===== config.mk =====
export PLATFORM = sky130hd
export DESIGN_NAME = matrix_scan_arbiter
export DESIGN_NICKNAME = d
export VERILOG_FILES = /design/src/rtl/matrix_scan_arbiter.sv
export SDC_FILE = /design/constraint.sdc
export NUM_CORES = 1
export LEC_CHECK = 0
export ABC_AREA = 1
export CELL_PAD_IN_SITES_DETAIL_PLACEMENT = 1
export CELL_PAD_IN_SITES_GLOBAL_PLACEMENT = 1
export CORE_ASPECT_RATIO = 0.5
export CORE_UTILIZATION = 30
export CTS_BUF_LIST = sky130_fd_sc_hd__clkbuf_8 sky130_fd_sc_hd__clkbuf_16
export CTS_CLUSTER_SIZE = 25
export DETAILED_ROUTE_END_ITERATION = 8
export GPL_ROUTABILITY_DRIVEN = 0
export PLACE_DENSITY_LB_ADDON = 0.1
export SYNTH_ARGS = -nofsm -noshare
export SYNTH_HDL_FRONTEND = slang
export SYNTH_SLANG_ARGS = --single-unit

===== constraint.sdc =====
create_clock -name CLK -period 3.21 [get_ports CLK]
set_clock_uncertainty 0.15 [all_clocks]
set_input_delay 0.8025 -clock CLK [delete_from_list [all_inputs] [get_ports CLK]]
set_output_delay 0.8025 -clock CLK [all_outputs]
set_load 0.01 [all_outputs]

===== src/rtl/matrix_scan_arbiter.sv =====
// matrix_scan_arbiter
//   Shares one 8x16 LED-matrix point drive between two point requesters.
//   Each granted point is held for DWELL cycles; grants alternate round-robin
//   on ties and the drive blanks (en=0) when nothing is pending.
//
// Ports
//   CLK            system clock, rising edge
//   RST            synchronous active-high reset
//   req0/x0/y0     requester 0 point request and coordinates
//   ack0           one-cycle accept pulse for requester 0
//   req1/x1/y1     requester 1 point request and coordinates
//   ack1           one-cycle accept pulse for requester 1
//   xOut/yOut      coordinates currently driven
//   en             matrix drive enable
//   grant          owner of the current/last point
//   busy           high while a point is being held
//
// state | meaning
// IDLE  | drive blanked, arbitrate every cycle
// HOLD  | point lit, dwell counter running; arbitrate on terminal count
module matrix_scan_arbiter #(
   parameter int unsigned DWELL = 10000,
   parameter int unsigned XW    = 3,
   parameter int unsigned YW    = 4
) (
   input  logic          CLK,
   input  logic          RST,
   input  logic          req0,
   input  logic [XW-1:0] x0,
   input  logic [YW-1:0] y0,
   output logic          ack0,
   input  logic          req1,
   input  logic [XW-1:0] x1,
   input  logic [YW-1:0] y1,
   output logic          ack1,
   output logic [XW-1:0] xOut,
   output logic [YW-1:0] yOut,
   output logic          en,
   output logic          grant,
   output logic          busy
);

   typedef enum logic {IDLE = 1'b0, HOLD = 1'b1} state_t;

   localparam logic [19:0] TC = 20'(DWELL - 1);

   state_t        state_q, state_d;
   logic [19:0]   cnt_q, cnt_d;
   logic          prio_q, prio_d;
   logic [XW-1:0] x_q, x_d;
   logic [YW-1:0] y_q, y_d;
   logic          grant_q, grant_d;
   logic          ack0_q, ack0_d;
   logic          ack1_q, ack1_d;

   logic arb_pt;
   logic win_k;

   always_ff @(posedge CLK) begin
      if (RST) begin
         state_q <= IDLE;
         cnt_q   <= '0;
         prio_q  <= 1'b0;
         x_q     <= '0;
         y_q     <= '0;
         grant_q <= 1'b0;
         ack0_q  <= 1'b0;
         ack1_q  <= 1'b0;
      end else begin
         state_q <= state_d;
         cnt_q   <= cnt_d;
         prio_q  <= prio_d;
         x_q     <= x_d;
         y_q     <= y_d;
         grant_q <= grant_d;
         ack0_q  <= ack0_d;
         ack1_q  <= ack1_d;
      end
   end

   always_comb begin
      state_d = state_q;
      cnt_d   = cnt_q;
      prio_d  = prio_q;
      x_d     = x_q;
      y_d     = y_q;
      grant_d = grant_q;
      ack0_d  = 1'b0;
      ack1_d  = 1'b0;

      arb_pt = (state_q == IDLE) || (cnt_q == TC);
      // Tie goes to prio; otherwise whichever single requester is high.
      win_k  = (req0 && req1) ? prio_q : req1;

      if (arb_pt) begin
         if (req0 || req1) begin
            state_d = HOLD;
            cnt_d   = '0;
            prio_d  = ~win_k;
            grant_d = win_k;
            x_d     = win_k ? x1 : x0;
            y_d     = win_k ? y1 : y0;
            ack0_d  = ~win_k;
            ack1_d  = win_k;
         end else begin
            // Coordinates and grant keep their last values; only en blanks.
            state_d = IDLE;
            cnt_d   = '0;
         end
      end else begin
         cnt_d = cnt_q + 20'd1;
      end
   end

   assign xOut  = x_q;
   assign yOut  = y_q;
   assign grant = grant_q;
   assign ack0  = ack0_q;
   assign ack1  = ack1_q;
   assign en    = (state_q == HOLD);
   assign busy  = (state_q == HOLD);

endmodule


==> impl_results.md, run 1 <==
- Syn Nets: 251
- Req. time, crit path: about 3.3 ns
- Final period utilization: 71.0%
- Critical-path top delay cell: clkdlybuf4s50_1
- Max_slew headroom: between 70 and 80%
- GRT overflow: 0
- Worst hold slack: roughly 0.31 ns
- Number of synthesized register bits: 32
- Worst-path fanout max: 10
- Hold Path Stages: 1
- Syn Area/Cell: ~7 sq um
- Antenna Diode Count: 0
- # IOs: 30
- Pwr dens: approximately 460 nW/um^2
- Worst Setup SP: req0
- Ys async rst share: 0%
- Top-count cell post-synth: nand2_1
- Sequential area share after synthesis: between 30% and 40%
- Synth Instances: between 200 and 250
- Reg2reg start: cnt_q[0]
- Maximum clock insertion buffer count: 2
- # setup viols final: 0
- Via Count: 1504
- HP Start: cnt_q[0]
- Num CTS Buffers: 5
- Die H: about 54 microns
- Nets@finish: about 280
- RSZ-0062 raised after global routing: false
- Max-Cap Viols: 0
- Place WS: 0.585 ns
- Wirelength, routed: 3.75 mm
- Post-DP HPWL: 2.87 mm
- Top cells by count, synth: nand2_1 (59), nor2_1 (40), dfxtp_1 (32)
- Critical Path Sink Type: flip-flop
- Synth-to-layout area growth: 26.7%
- CTS H-tree depth: 2
- DR pass1 iterations: 4
- Vias/cell: around 4.5
- ANT nets after route: 0
- Leakage Power: around 0.81 nW
- FP Rows: 18
- I/O Buffers: 29
- Final WS setup: around 0.93 ns
- Hold endpoint: cnt_q[0]
- Clk_lat worst skew: a little under 0.3 ns
- Postcts setup bufs: 0
- Root buffer cell: clkbuf_8
- Initial drt markers: 33
- Fmax: between 0.4 and 0.5 GHz
- R2R Path End: grant
- Die X: approximately 110 microns
- Slew @ Worst Pin: between 0.3 and 0.4 ns
- Reg2Reg Depth: 8
- Core area: between 5000 and 6000 sq um
- WL per Instance: around 11 microns
- Final Hold Viols: 0
- Area contributors post-synth: dfxtp_1 (39%), nand2_1 (14%), nor2_1 (9.2%), inv_1 (5.5%), nand3_1 (5.2%)
- Syn. warnings: 0
- Largest net degree at the start of global routing: 22
- Post-CTS sizing: 0
- Starting Density: about a third
- Clk slew on worst S/H paths: 0.07 ns
- Tot GR Track Use: 14.5%
- Crit path DAT: ~2.3 ns
- Critical-path cell list: clkdlybuf4s50_1, inv_1, o21ai_2, clkinv_1, nand2_1, nand2_1, inv_1, nand3_1, nand2_1, nor2_1
- Vias in the first global route: about 1400
- Hold Path Class: reg -> reg
- Crit path time final: around 2.3 ns
- Layout cells sized above 1: about 8.4%
- Placed Area: 1960 sq um
- Wire length of the first global-routing pass: 6.31 mm
- Startpoint types: input pin
- Status: finished clean
- Worst Path Class, Setup: in -> reg
- Slowest stage delay, CP: approximately 0.47 ns
- Reg2Reg Setup Slack: about 1.4 ns
- Syn Std Cell Area: around 1600 sq um
- Yosys top cell by area: dfxtp_1
- Post-synth EDFFs: 0
- Yosys cell types: 27
- Drc violations: 0
- Final core occ: 40.8%
- Final instance area: around 2100 sq um
- Die area: around 5800 sq um
- Clock sinks: 32
- CTS Hold Bufs: 0
- Predominant post-synthesis flop cell: dfxtp_1
- Setup_tns: 0 ns
- Max-slew violation count: 0
- Top cell type's share of synthesized area: between 30% and 40%
- CTS tree: done
- Initial antenna violation count: 0
- CP most frequent cell: nand2_1
- Worst IR drop on VDD: roughly 240 uV
flip-flops by register name, summed over array words and instances, names as in the netlist:
name / count
ack1: 1
grant: 1
cnt_q: 20
prio_q: 1
yOut: 4
ack0: 1
xOut: 3
busy: 1
per-layer routing:
metal	GRT usage, %	routed length [microns]	vias up
li1	-	-	786
met1	17.1	1930	687
met2	24.9	1590	26
met3	4.84	186	5
met4	6.25	46	0
met5	0	0	-
power breakdown:
group	total, mW	internal [mW]	switching (mW)	leakage (nW)
Clock	0.388	0.230	0.159	0.0541
Sequential	0.429	0.416	0.0125	0.261
Combinational	0.142	0.0722	0.0694	0.500
Total	0.959	0.718	0.240	0.814
how the worst max path moves through the flow:
stage | endpoint | slack (ns) | cells after the start
2_1_floorplan | xOut[0] | 1.30 | 9
3_3_place_gp | yOut[1] | 0.64 | 10
4_1_cts | yOut[2] | 0.90 | 10
5_1_grt | yOut[3] | 0.67 | 10
3_5_place_dp | yOut[2] | 0.59 | 10
6_report | yOut[3] | 0.93 | 10
stage by stage:
step / std cells / power, mW
floorplan: 232 / 0.521
global placement: 325 / 0.580
detailed placement: 325 / 0.582
CTS: 333 / 0.978
global route: 333 / 1.01
finish: 333 / 0.959
cell type report:
class / instances / area (sq um)
flip-flops and latches: 32 / 641
fillers: 639 / 3000
repair buffers: 30 / 298
inverters: 25 / 93.8
multi-input cells: 168 / 836
clock inverters: 3 / 42.5
clock buffers: 5 / 68.8
well taps: 70 / 87.6
critical path: cells and delay by family:
kind	cells	cell delay [ns]
buffers and inverters	4	0.89
AND/OR/NAND/NOR	5	0.37
AO/OA/AOI/OAI	1	0.25
layout by cell type (no fill, tap or decap):
master,Yosys,final
a21oi_1,13,13
buf_4,3,1
bufinv_16,0,1
clkbuf_8,1,5
clkdlybuf4s50_1,0,29
clkinv_1,1,1
clkinv_2,0,1
clkinvlp_4,0,1
dfxtp_1,32,32
ha_1,1,1
inv_1,24,24
nand2_1,59,59
nand2_2,1,1
nand2_4,1,1
nand3_1,17,17
nand3_2,3,3
nand4_1,5,5
nand4_2,1,1
nor2_1,40,40
nor2_4,2,2
nor3_1,5,5
nor3_2,2,2
nor3b_1,2,2
o21ai_0,1,1
o21ai_1,1,1
o21ai_2,1,1
or2_2,2,2
xnor2_1,5,5
xor2_1,6,6
cells by family (layout without fill, tap and decap cells):
family,Yosys count,count (layout),synth area share [%]
AND/OR/NAND/NOR,140,140,39.4
buffers and inverters,32,63,9.51
adder cells (fa/ha/maj),1,1,0.767
XOR/XNOR,11,11,5.90
flip-flops,32,32,39.3
AO/OA/AOI/OAI,16,16,5.14
Note: power is estimated with default switching activity, not from simulation.
==> run 2, diff against run 1 <==
==> constraint.sdc (replaced) <==
create_clock -name CLK -period 2.1 [get_ports CLK]
set_clock_uncertainty 0.15 [all_clocks]
set_input_delay 0.525 -clock CLK [delete_from_list [all_inputs] [get_ports CLK]]
set_output_delay 0.525 -clock CLK [all_outputs]
set_load 0.01 [all_outputs]
==> impl_results.md, run 2 (same netlist as run 1, synthesis figures left out) <==
- Status: finished clean
- Reg2Reg Setup Slack: 0.32 ns
- Core area: 5070 sq um
- Buf/Inv on CP: 1
- CP delay by family, top: buffers and inverters
- Wirelength, routed: about 3.7 mm
- Layout cells sized above 1: 9.06%
- Worst Setup SP: busy
- Critical-path cell list: clkdlybuf4s50_1
- CTS H-tree depth: 2
- ANT nets after route: 0
- Crit path DAT: around 1.3 ns
- Pwr dens: about 670 nW/um^2
- Most flop-heavy register: cnt_q
- Die H: 54.1 microns
- Tot GR Track Use: between 10% and 20%
- Vias in the first global route: around 1400
- Total Power: approximately 1.4 mW
- Die area: ~5800 sq um
- Num CTS Buffers: 5
- # setup viols final: 0
- Hold Path Class: reg -> reg
- Max reg flops: 20
- Critical-path top delay cell: clkdlybuf4s50_1
- Worst Path Class, Setup: reg -> out
- CTS tree: done
- Root buffer cell: clkbuf_8
- Vias/cell: approximately 4.5
- Req. time, crit path: approximately 1.4 ns
- Final WS setup: 0.158 ns
- Post-DP HPWL: just under 3 mm
- Fin cells: 335
- Commonest non-fill, non-tap cell in the layout: nand2_1
- CP Depth: 1
- RSZ-0062 raised after global routing: false
- Worst-path fanout max: 4
- Via Count: 1494
- Leakage Power: just over 0.8 nW
- Synth-to-layout area growth: 27.9%
- Startpoint types: flip-flop
- Commonest cells after routing, fill and taps aside: nand2_1 (59), nor2_1 (40), dfxtp_1 (32), clkdlybuf4s50_1 (29), inv_1 (24)
- Worst IR drop on VDD: ~250 uV
- Final instance area: roughly 2100 sq um
- Nets@finish: roughly 280
- Die X: ~110 microns
- Dpl cells: 328
- Clock sinks: 32
- CTS Hold Bufs: 0
- Worst hold slack: 0.310 ns
- Initial drt markers: 21
- Slowest stage delay, CP: 0.57 ns
- Largest net degree at the start of global routing: 21
- Setup_tns: 0 ns
- GRT overflow: 0
- Wire length of the first global-routing pass: just over 6 mm
- Fmax: ~0.52 GHz
- Post-CTS sizing: 0
- FP Rows: 18
- Reg2Reg Depth: 7
- Crit path time final: between 1.5 and 2 ns
- # IOs: 30
- Fill count: between 600 and 700
- Clk_lat worst skew: between 0.2 and 0.3 ns
- Placed Area: approximately 2000 sq um
- I/O Buffers: 29
- Place WS: roughly 0.043 ns
- Max_slew headroom: about three quarters
- DR pass1 iterations: 4
- Clk slew on worst S/H paths: about 0.070 ns
- Critical Path Sink Type: output port
- Starting Density: about a third
- Final Hold Viols: 0
- Max-Cap Viols: 0
- Postcts setup bufs: 0
- Final core occ: 41.2%
- Initial antenna violation count: 0
- Slew @ Worst Pin: roughly 0.40 ns
- Reg2reg start: cnt_q[0]
- Crit path capture: busy
- WL per Instance: about 11 microns
- Max-slew violation count: 0
- Final period utilization: 92.5%
- Maximum clock insertion buffer count: 2
- Antenna Diode Count: 0
- R2R Path End: ack0
- Drc violations: 0
-- run 2: cell types whose count changed in the layout (fill, tap and decap cells not counted), sizes merged --
cell and delta:
buf +3, bufinv -1, clkbuf +2, clkinv -1
clkinvlp -1
-- run 2: how the worst min path moves through the flow --
stage / startpoint / to / slack [ns] / cells after the start
2_1_floorplan: cnt_q[0] / cnt_q[0] / 0.28 / 1
3_3_place_gp: cnt_q[0] / cnt_q[0] / 0.29 / 1
3_5_place_dp: cnt_q[18] / cnt_q[18] / 0.30 / 2
4_1_cts: cnt_q[18] / cnt_q[18] / 0.31 / 2
5_1_grt: cnt_q[19] / cnt_q[19] / 0.34 / 2
6_report: cnt_q[0] / cnt_q[0] / 0.31 / 1
-- run 2: report_power, final --
part           leakage [nW]  internal [mW]  switching, mW  total, mW
registers             0.261          0.637         0.0186      0.655
logic                 0.520          0.120          0.108      0.228
clock network        0.0503          0.292          0.221      0.513
-- run 2: layout make-up --
type | instances | area, sq um | share of cell area [%]
clock buffer | 7 | 96.3 | 4.62
timing repair buffer | 33 | 333 | 15.9
inverter | 25 | 93.8 | 4.50
sequential | 32 | 641 | 30.7
multi-input combinational | 168 | 836 | 40.0
tap | 70 | 87.6 | 4.20
-- run 2: metal layers --
metal / global-route usage, % / up-vias / part of all wire [%]
li1: - / 791 / -
met2: 25.2 / 30 / 44
met5: 0 / - / 0
met4: 4.17 / 0 / 0.91
met3: 5.08 / 4 / 5.4
met1: 16.3 / 669 / 49
